<file path="src/rtl/bitwise_logic_unit_pkg.sv">
// Shared op-code definitions for the bitwise logic unit and its combinational core.
package blu_pkg;

  typedef logic [2:0] op_t;

  localparam op_t OP_AND    = 3'b000;
  localparam op_t OP_OR     = 3'b001;
  localparam op_t OP_XOR    = 3'b010;
  localparam op_t OP_NOR    = 3'b011;
  localparam op_t OP_NAND   = 3'b100;
  localparam op_t OP_XNOR   = 3'b101;
  localparam op_t OP_NOT    = 3'b110;
  localparam op_t OP_ACC_OR = 3'b111;

endpackage

</file>
<file path="src/rtl/bitwise_logic_unit_op_core.sv">
// Purely combinational op evaluator: selects one of eight bitwise functions of a, b
// and the (already clear-adjusted) accumulator value.
module bitwise_op_core
  import blu_pkg::*;
#(
  parameter int WIDTH = 4
) (
  input  logic [2:0]       op,
  input  logic [WIDTH-1:0] a,
  input  logic [WIDTH-1:0] b,
  input  logic [WIDTH-1:0] acc,
  output logic [WIDTH-1:0] r
);

  // Decode the op field into the selected bitwise function.
  always_comb begin
    r = '0;
    case (op)
      OP_AND:    r = a & b;
      OP_OR:     r = a | b;
      OP_XOR:    r = a ^ b;
      OP_NOR:    r = ~(a | b);
      OP_NAND:   r = ~(a & b);
      OP_XNOR:   r = ~(a ^ b);
      OP_NOT:    r = ~a;
      OP_ACC_OR: r = acc | a | b;
      default:   r = '0;
    endcase
  end

endmodule

</file>
<file path="src/rtl/bitwise_logic_unit.sv">
// Registered WIDTH-bit logic unit behind a valid/ready handshake: one-cycle latency,
// zero/all-ones flags, OR-accumulator and a wrapping accepted-beat counter.
module bitwise_logic_unit
  import blu_pkg::*;
#(
  parameter int WIDTH = 4,
  parameter int CNT_W = 8
) (
  input  logic             clk,
  input  logic             rst_n,
  input  logic             in_valid,
  output logic             in_ready,
  input  logic [2:0]       in_op,
  input  logic [WIDTH-1:0] in_a,
  input  logic [WIDTH-1:0] in_b,
  input  logic             acc_clr,
  output logic             out_valid,
  input  logic             out_ready,
  output logic [WIDTH-1:0] out_o,
  output logic             out_zero,
  output logic             out_ones,
  output logic [CNT_W-1:0] beat_cnt
);

  logic [WIDTH-1:0] acc;
  logic [WIDTH-1:0] acc_eff;
  logic [WIDTH-1:0] result;
  logic             accept;
  logic             acc_beat;

  // The result register frees up when empty or when its content is consumed this cycle.
  assign in_ready = !out_valid || out_ready;
  assign accept   = in_valid && in_ready;
  assign acc_beat = accept && (in_op == OP_ACC_OR);

  // A clear arriving with an ACC_OR beat acts first, so the core sees an empty accumulator.
  assign acc_eff = acc_clr ? '0 : acc;

  bitwise_op_core #(
    .WIDTH(WIDTH)
  ) u_core (
    .op (in_op),
    .a  (in_a),
    .b  (in_b),
    .acc(acc_eff),
    .r  (result)
  );

  // Result, flags, valid and beat counter update together on acceptance; valid drops on drain.
  always_ff @(posedge clk or negedge rst_n) begin
    if (!rst_n) begin
      out_valid <= 1'b0;
      out_o     <= '0;
      out_zero  <= 1'b1;
      out_ones  <= 1'b0;
      beat_cnt  <= '0;
    end else if (accept) begin
      out_valid <= 1'b1;
      out_o     <= result;
      out_zero  <= (result == '0);
      out_ones  <= &result;
      beat_cnt  <= beat_cnt + CNT_W'(1);
    end else if (out_ready) begin
      out_valid <= 1'b0;
    end
  end

  // Accumulator follows accepted ACC_OR beats and is otherwise only touched by a clear.
  always_ff @(posedge clk or negedge rst_n) begin
    if (!rst_n) begin
      acc <= '0;
    end else if (acc_beat) begin
      acc <= result;
    end else if (acc_clr) begin
      acc <= '0;
    end
  end

endmodule

</file>
<file path="config.mk">
export PLATFORM = sky130hd
export DESIGN_NAME = bitwise_logic_unit
export DESIGN_NICKNAME = d
export VERILOG_FILES = /design/src/rtl/bitwise_logic_unit_pkg.sv /design/src/rtl/bitwise_logic_unit_op_core.sv /design/src/rtl/bitwise_logic_unit.sv
export SDC_FILE = /design/constraint.sdc
export NUM_CORES = 1
export LEC_CHECK = 0
export CELL_PAD_IN_SITES_DETAIL_PLACEMENT = 0
export CELL_PAD_IN_SITES_GLOBAL_PLACEMENT = 1
export CORE_UTILIZATION = 39
export DETAILED_ROUTE_END_ITERATION = 7
export PLACE_DENSITY = 0.95
export SLEW_MARGIN = 15
export SYNTH_ARGS = -nofsm -noshare
export SYNTH_HDL_FRONTEND = slang
export SYNTH_SLANG_ARGS = --single-unit
</file>
<file path="constraint.sdc">
create_clock -name clk -period 2.1 [get_ports clk]
set_input_delay 0.42 -clock clk [delete_from_list [all_inputs] [get_ports clk]]
set_output_delay 0.42 -clock clk [all_outputs]
set_load 0.02 [all_outputs]
</file>
# == Yosys cells after proc, flatten, opt, wreduce, memory -nomap -nowiden ==
# Cells that the tools add are included.
# word_totals
wordCells,36
output_inout_bits,16
inputBits,16
reg_bits,19
# op_classes
eq_ne,7
muxes,5
bitwise_logic,9
reduce_logical,8
addsub,1
# ops
cell,count
$pmux 4 s8,1
$not 4->4,4
$eq 3x3->1 const B,4
$or 4x4->4,3
$add 8x1->8 const B,1
$mux 4,2
$eq 3x2->1 const B,2
$and 4x4->4,1
$logic_not 4->1,1
$reduce_and 4->1,1
$xor 4x4->4,1
$eq 3x1->1 const B,1
$logic_not 3->1,1
$logic_and 1x1->1,2
$mux 1,2
$reduce_bool 2->1,1
$logic_not 1->1,1
$logic_or 1x1->1,1

# == Depth between registers and ports, before layout ==
# Gate-level depths: netlist of run 1.
# logic_depth
ltp_word,5
mapped_depth,8

# == Cells and area by module ==
# Synthesis of run 1 repeated with hierarchy kept, for this count alone.
# hier_totals
hier_cells,123
hier_area_um2,1372.6
# modules_own_cells
mod,area_each_um2,cells_per_inst,seq_area_each_um2,instances
bitwise_logic_unit,929.6,63,476.7,1
bitwise_op_core,442.9,60,0.0,1

# == Worst setup path after synthesis of run 1 ==
# No wires, ideal clock.
# synth_path
path_type,input to register
start,input port in_a[1]
end,register out_ones
required_time_ns,2.033
stages,6
arrival_time_ns,1.668
slack_ns,0.365
setup_ns,0.067
path_cell_list,ha_1 > mux2_2 > a211oi_1 > o32ai_4 > nor2_1 > a32o_1
# synth_via
elab_chain_len,4
elab_cells_between_ends,11
cone_classes,mux: 1; bitwise: 9; reduce/logical: 1
# synth_lines
element,line,source
from (decl),bitwise_logic_unit.sv:14,"input logic [WIDTH-1:0] in_a,"
$or 4x4->4 (tied with other cells) (2 in a row),bitwise_logic_unit_op_core.sv:26,OP_ACC_OR: r = acc | a | b;
$pmux 4 s8 (*),bitwise_logic_unit_op_core.sv:18,case (op)
$reduce_and 4->1 (*),bitwise_logic_unit.sv:61,out_ones <= &result;
to (signal assigned),bitwise_logic_unit.sv:61,
to (decl),bitwise_logic_unit.sv:21,"output logic out_ones,"
# Mark *: on every way between the ends. The rest lies on a longest branch, timed or not.
# A chain may end at the register's enable or synchronous reset.

# == Final worst setup path of run 1 ==
# Ends and elaborated chain as after synthesis.

==> results of run 1 <==
==> kinds of logic (layout without fill, tap and decap cells) <==
kind of cell / count (synthesis) / in the layout / synth area share
AOI/OAI and AO/OA: 26 / 26 / 0.153
xor gates and xnor gates: 9 / 9 / 0.0641
and+or+nand+nor: 48 / 48 / 0.187
DFF: 19 / 19 / 0.388
muxes: 8 / 8 / 0.0671
adders and majority gates: 9 / 9 / 0.0916
buffers and inverters: 13 / 74 / 0.0498
==> worst max-delay path: stages <==
cell and delay, ps:
clkdlybuf4s50_1 500, inv_1 60, ha_1 200, xor2_1 140, nor2_1 50, o21a_1 190
o32ai_4 300, nor2_1 80, a32o_1 260
==> layout make-up <==
| class | count | area share |
|---|---|---|
| Multi-Input combinational cell | 100 | 0.383 |
| Sequential cell | 19 | 0.260 |
| Timing Repair Buffer | 62 | 0.296 |
| Clock inverter | 1 | 0.00273 |
| Inverter | 8 | 0.0164 |
| Tap cell | 44 | 0.0300 |
| Clock buffer | 3 | 0.0123 |
==> state kept, by name (all words and copies together) (netlist names) <==
name       cells
beat_cnt       8
acc            4
out_o          4
out_ones       1
out_valid      1
out_zero       1
==> report_power, final <==
group	internal (W)	total [W]	switching [W]
sequential	0.000441	0.000516	0.0000752
combinational	0.000283	0.000533	0.000250
clock	0.0000711	0.000184	0.000113
==> metrics by stage <==
step / area, um^2 / hold slack (ps) / total power, W / utilization / cells
after global placement: 1800 / 460 / 0.00103 / 0.593 / 233
after detailed placement: 1800 / 461 / 0.00106 / 0.593 / 233
final: 1840 / 373 / 0.00123 / 0.606 / 237
after global routing: 1840 / 381 / 0.00132 / 0.606 / 237
after CTS: 1820 / 371 / 0.00124 / 0.602 / 237
after floorplan: 1230 / 124 / 0.000778 / - / 132
==> per-layer routing <==
| layer | vias up | wire, um |
|---|---|---|
| met1 | 530 | 1310 |
| met4 | 0 | 41 |
| met5 | - | 0 |
| li1 | 576 | - |
| met2 | 29 | 1450 |
| met3 | 4 | 111 |
==> cell usage after synthesis <==
cell,n,area share
or3_1,1,0.0051
buf_6,1,0.0092
inv_1,8,0.024
dfrtp_1,18,0.37
buf_2,1,0.0041
o22ai_1,3,0.015
nand4_1,1,0.0051
and2_1,1,0.0051
a31o_2,1,0.0071
nor3b_1,1,0.0061
nor3_1,1,0.0041
nand3_1,4,0.016
clkbuf_1,2,0.0061
mux2_2,2,0.018
or3b_1,1,0.0071
nand2b_1,11,0.056
nor2_1,11,0.034
buf_4,1,0.0061
o21a_1,1,0.0061
a21oi_1,3,0.012
mux2i_1,6,0.049
a31oi_1,5,0.025
nand2_1,16,0.049
xor2_1,3,0.021
o32ai_4,1,0.022
a211oi_1,2,0.012
xnor2_1,6,0.043
o2bb2ai_1,1,0.0071
ha_1,9,0.092
a21o_1,1,0.0061
o21bai_1,1,0.0061
a32o_1,1,0.0081
dfstp_2,1,0.021
o21ai_0,6,0.024
==> how the worst max path moves through the flow <==
stage | start | end | cells after the start
final | in_a[1] | out_ones$_DFFE_PN0P_ | 9
after detailed placement | in_a[1] | out_ones$_DFFE_PN0P_ | 9
after global placement | in_a[1] | out_ones$_DFFE_PN0P_ | 9
after global routing | in_a[0] | out_zero$_DFFE_PN1P_ | 9
after CTS | in_a[1] | out_ones$_DFFE_PN0P_ | 9
after floorplan | in_a[1] | out_ones$_DFFE_PN0P_ | 6
==> impl_metrics.ini, run 1 <==
[critical_path]
critical_path_class = in2reg
ff2ff_setup_slack_ps = 570
reg2reg_depth = 6
rr_startpoint = acc[0]$_DFF_PN0_
cp_data_required_time_ps = 2300
r2r_end = out_ones$_DFFE_PN0P_
crit_arrival_ps = 2220
endpoint_kind = flip-flop
cp_max_fo = 4
startpoint_type = primary input

[cells_and_area]
num-fill-cells = 257
multiInputGateArea_um2 = 703
ff_latch_area_um2 = 477
final_cell_mix = clkdlybuf4s50_1 (31), buf_4 (31), dfrtp_1 (18), nand2_1 (16)
antennaDiodeCount = 0
drive_gt1_frac = 0.218
area_growth_pct = 49.2
fin_nets = 219

[global_routing]
grt_util_all_layers = 0.179
overflow = 0
grt_pass1_wl_um = 4600
global_route.usage.met1 = 0.217
grt_max_degree = 13
grtUsageMet2 = 0.312
grt_busiest_layer = met2
use_met3 = 0.0424
antenna_found_initial = 0
grt_pass1_vias = 1066

[route]
routed_wl_um = 2910
antenna_left = 0
vias = 1139
routed_via_density = 4.81
routedWlPerCell_um = 12.3
drc = 1
first_pass_iters = 6
first_iter_violations = 24

[die]
core_area_mm2 = 0.00303
initial_core_util = 0.406
num_io_pins = 32
dieArea_mm2 = 0.00338
die_h_um = 58.2
num_rows = 20
chipWidth_um = 58.2

[sta]
post-route-period-util = 0.960
fin_crit_ps = 2020
setup_viol = 0
finalSetupTns_ps = 0
hold_viol = 0
slew_violations = 0
worst_slack_ps = 84.8
max_freq_mhz = 496
fin_skew_ps = 7.42
timing.slew.headroom = 0.746
worst_pin_slew_ps = 379
rsz0062_at_grt = no

[run_status]
outcome = complete, but fails checks
violations = design-rule violations

[place]
dpl.hpwl_um = 2350
port_buffers = 31
gp_congestion = 0.836
preCtsSetupSlack_ps = -250

[yosys]
syn_inst = 132
ys_types = 34
yosysWarnings = 0
synth_nets = 157
netlist_area_mm2 = 0.00123
ys_seq_elements = 19
ys_seq_area_frac = 0.388
syn_avg_cell_area_um2 = 9.32

[hold_path]
hold_path_class = in2async

[clock_tree]
numCtsBuffers = 3
numClockSinks = 19
clock_latency_ps = 300
clockBufferDepth = 2
htreeDepth = 1
path_clk_slew_ps = 110
cts_tree = done
cts_setup_buffers = 0
cts_hold_buf = 0
cts_root_buf = clkbuf_4
cts_resized = 0

[power_and_ir_drop]
powerDensity_mw_per_mm2 = 672
peakVddDrop_uv = 496
cellLeakagePower_nw = 0.873

[job]
maxCapViolations = 0
No activity file was read; power rests on OpenSTA's default activity.
==> run 2, diff against run 1 <==
--- a/config.mk
+++ b/config.mk
@@ -10,7 +10,7 @@
 export CORE_UTILIZATION = 39
 export DETAILED_ROUTE_END_ITERATION = 7
 export PLACE_DENSITY = 0.95
-export SLEW_MARGIN = 15
+export SLEW_MARGIN = 30
 export SYNTH_ARGS = -nofsm -noshare
 export SYNTH_HDL_FRONTEND = slang
 export SYNTH_SLANG_ARGS = --single-unit
==> results of run 2 <==
The final DEF is identical to that of run 1; final timing and power are the same.
==> run 3, diff against run 2 <==
--- a/config.mk
+++ b/config.mk
@@ -9,6 +9,7 @@
 export CELL_PAD_IN_SITES_GLOBAL_PLACEMENT = 1
 export CORE_UTILIZATION = 39
 export DETAILED_ROUTE_END_ITERATION = 7
+export HOLD_SLACK_MARGIN = 0.15
 export PLACE_DENSITY = 0.95
 export SLEW_MARGIN = 30
 export SYNTH_ARGS = -nofsm -noshare
==> results of run 3 <==
The final DEF is identical to that of run 1; final timing and power are the same.
==> edit, RTL diff (flow settings as in run 1) <==
`CNT_W`: 8 -> 7.
--- a/src/rtl/bitwise_logic_unit.sv
+++ b/src/rtl/bitwise_logic_unit.sv
@@ -4,7 +4,7 @@
   import blu_pkg::*;
 #(
   parameter int WIDTH = 4,
-  parameter int CNT_W = 8
+  parameter int CNT_W = 7
 ) (
   input  logic             clk,
   input  logic             rst_n,
Interface: changed (resized beat_cnt); port bits go from 32 to 31. No check against the original RTL was run, so the function may have changed too.
==> edit against run 1 <==
- worst setup slack improved by 8.5 ps
- sequential cell count decreased by 1
- hold slack improved by 68 ps
- clock skew decreased by 0.51 ps
- routed wire length decreased by 2.3%
- sequential power decreased by 2%
- final area decreased by 2.2%
- synthesized area increased by 0.51%
- critical endpoint is now in_ready
- via count increased by 0.53%
- power increased by 0.66%
==> edit: results (changes against run 1) <==
[grt]
grtUsageMet1_pct = 19.8  ; was 21.7%
gr-usage-met3_pct = 2.86  ; was 4.24%
grt_max_degree = 20  ; was 13
use_met2_pct = 33.8  ; was 31.2%
track_usage_pct = 17.7  ; was 17.9%
antenna_found_initial = 0  ; unchanged
grt_pass1_vias = 1140  ; was 1066

[finish]
finalNonFillerCells = 232  ; was 237
reg_top3 = beat_cnt x7, acc x4, out_o x4  ; was beat_cnt x8, acc x4, out_o x4
drive_above_1_share_pct = 18.6  ; was 21.8%
nNetsFinal = 214  ; was 219
largest_reg_flops = 7  ; was 8
fillers = 260  ; was 257

[synthesis]
synth_compound_area_share_pct = 12.0  ; was 15.3%
synthAdderAreaFrac_pct = 9.11  ; was 9.16%
ys_seq_area_share_pct = 36.5  ; was 38.8%
yosysUniqueCellTypes = 36  ; was 34
synthTopCellsByArea = dfrtp_1, ha_1, mux2i_1  ; was dfrtp_1, ha_1, nand2b_1
synthCells = 133  ; was 132
muxShareOfSynthArea_pct = 7.29  ; was 6.71%
syn-num-nets = 158  ; was 157
synth_common_cells = dfrtp_1, nand2_1, nor2_1  ; was dfrtp_1, nand2_1, nand2b_1, nor2_1, ha_1
synth_xor_area_share_pct = 6.38  ; was 6.41%

[setup_path]
crit_family = buffers and inverters  ; was compound AO/OA/AOI/OAI gates
reg2reg_slack_ps = 600  ; was 570 ps
r2r-start = acc[3]  ; was acc[0]
r2r_end = out_zero  ; was out_ones
reg2regPathDepth = 7  ; was 6
path_max_fanout = 2  ; was 4
max_stage_delay_ps = 610  ; was 500 ps

[timing]
hold_slack_ps = 441  ; was 373 ps
hold_violations = 0  ; unchanged
tightest_slew_ps = 374  ; was 379 ps
fin_worst_skew_ps = 6.91  ; was 7.42 ps

[route]
finalWirelength_um = 2840  ; was 2910 µm
drtPass1Iterations = 4  ; was 6
drt_iter0_drc = 30  ; was 24

[power]
leakage_nw = 0.818  ; was 0.873 nW
max-vdd-ir-drop_mv = 0.378  ; was 0.496 mV
switchingPower_mw = 0.446  ; was 0.438 mW

[placed_design]
port_buffers = 30  ; was 31
dp_hpwl_um = 2270  ; was 2350 µm
postPlaceCellArea_mm2 = 0.00175  ; was 0.00180 mm²
gp_congestion = 0.815  ; was 0.836

[clock_network]
clockBufferDepth = 2  ; unchanged

[outcome]
outcome = finished clean  ; was complete, but fails checks

## edit: metal layers
| metal | vias to the layer above | routed length (µm) |
|---|---|---|
| met5 | - | 0 |
| li1 | 570 | - |
| met1 | 555 | 1220 |
| met3 | 2 | 76 |
| met2 | 18 | 1540 |
| met4 | 0 | 8 |
## edit: cell type report
| cell class | count | share of cell area [%] |
|---|---|---|
| sequential | 18 | 25.2 |
| timing repair buffer | 58 | 29.1 |
| inverter | 8 | 1.67 |
| clock buffer | 4 | 1.46 |
| tap | 44 | 3.07 |
| multi-input combinational | 100 | 39.5 |
## edit: worst max path at each step
stage / from / to / cells past startpoint
floorplan: in_a[2] / out_ones / 8
global placement: in_a[3] / out_ones / 10
detailed placement: in_a[2] / out_ones / 9
CTS: in_a[2] / out_ones / 9
global route: in_a[0] / out_zero / 10
finish: out_ready / in_ready / 3
## edit: per-stage QoR
step	total power [mW]	util, %	setup TNS, ps	setup slack (ps)
CTS	1.24	58.6	0	1.48
detailed placement	1.06	57.8	-1760	-322
finish	1.24	59.3	0	93.3
global route	1.31	59.3	0	4.27
global placement	1.03	57.8	-1050	-215
floorplan	0.779	-	0	344
## edit: what timing repair did
item / CTS / global route
setup endpoints to repair: 0 / 3
setup buffers: 0 / 1
resized for setup: 0 / 1
## edit: cells by family (layout without fill, tap and decap cells)
family / Yosys count / in the layout
AND/OR/NAND/NOR: 50 / 50
buffers and inverters: 15 / 70
adder cells (fa/ha/maj): 9 / 9
multiplexers: 9 / 9
XOR/XNOR: 9 / 9
flip-flops: 18 / 18
AO/OA/AOI/OAI: 23 / 23
## edit: power groups by stage
stage	sequential, mW	clock (mW)	combinational, mW
after global placement	0.501	0	0.532
after global routing	0.511	0.201	0.602
after CTS	0.503	0.181	0.557
final	0.504	0.178	0.560
after floorplan	0.592	0	0.187
after detailed placement	0.508	0	0.556
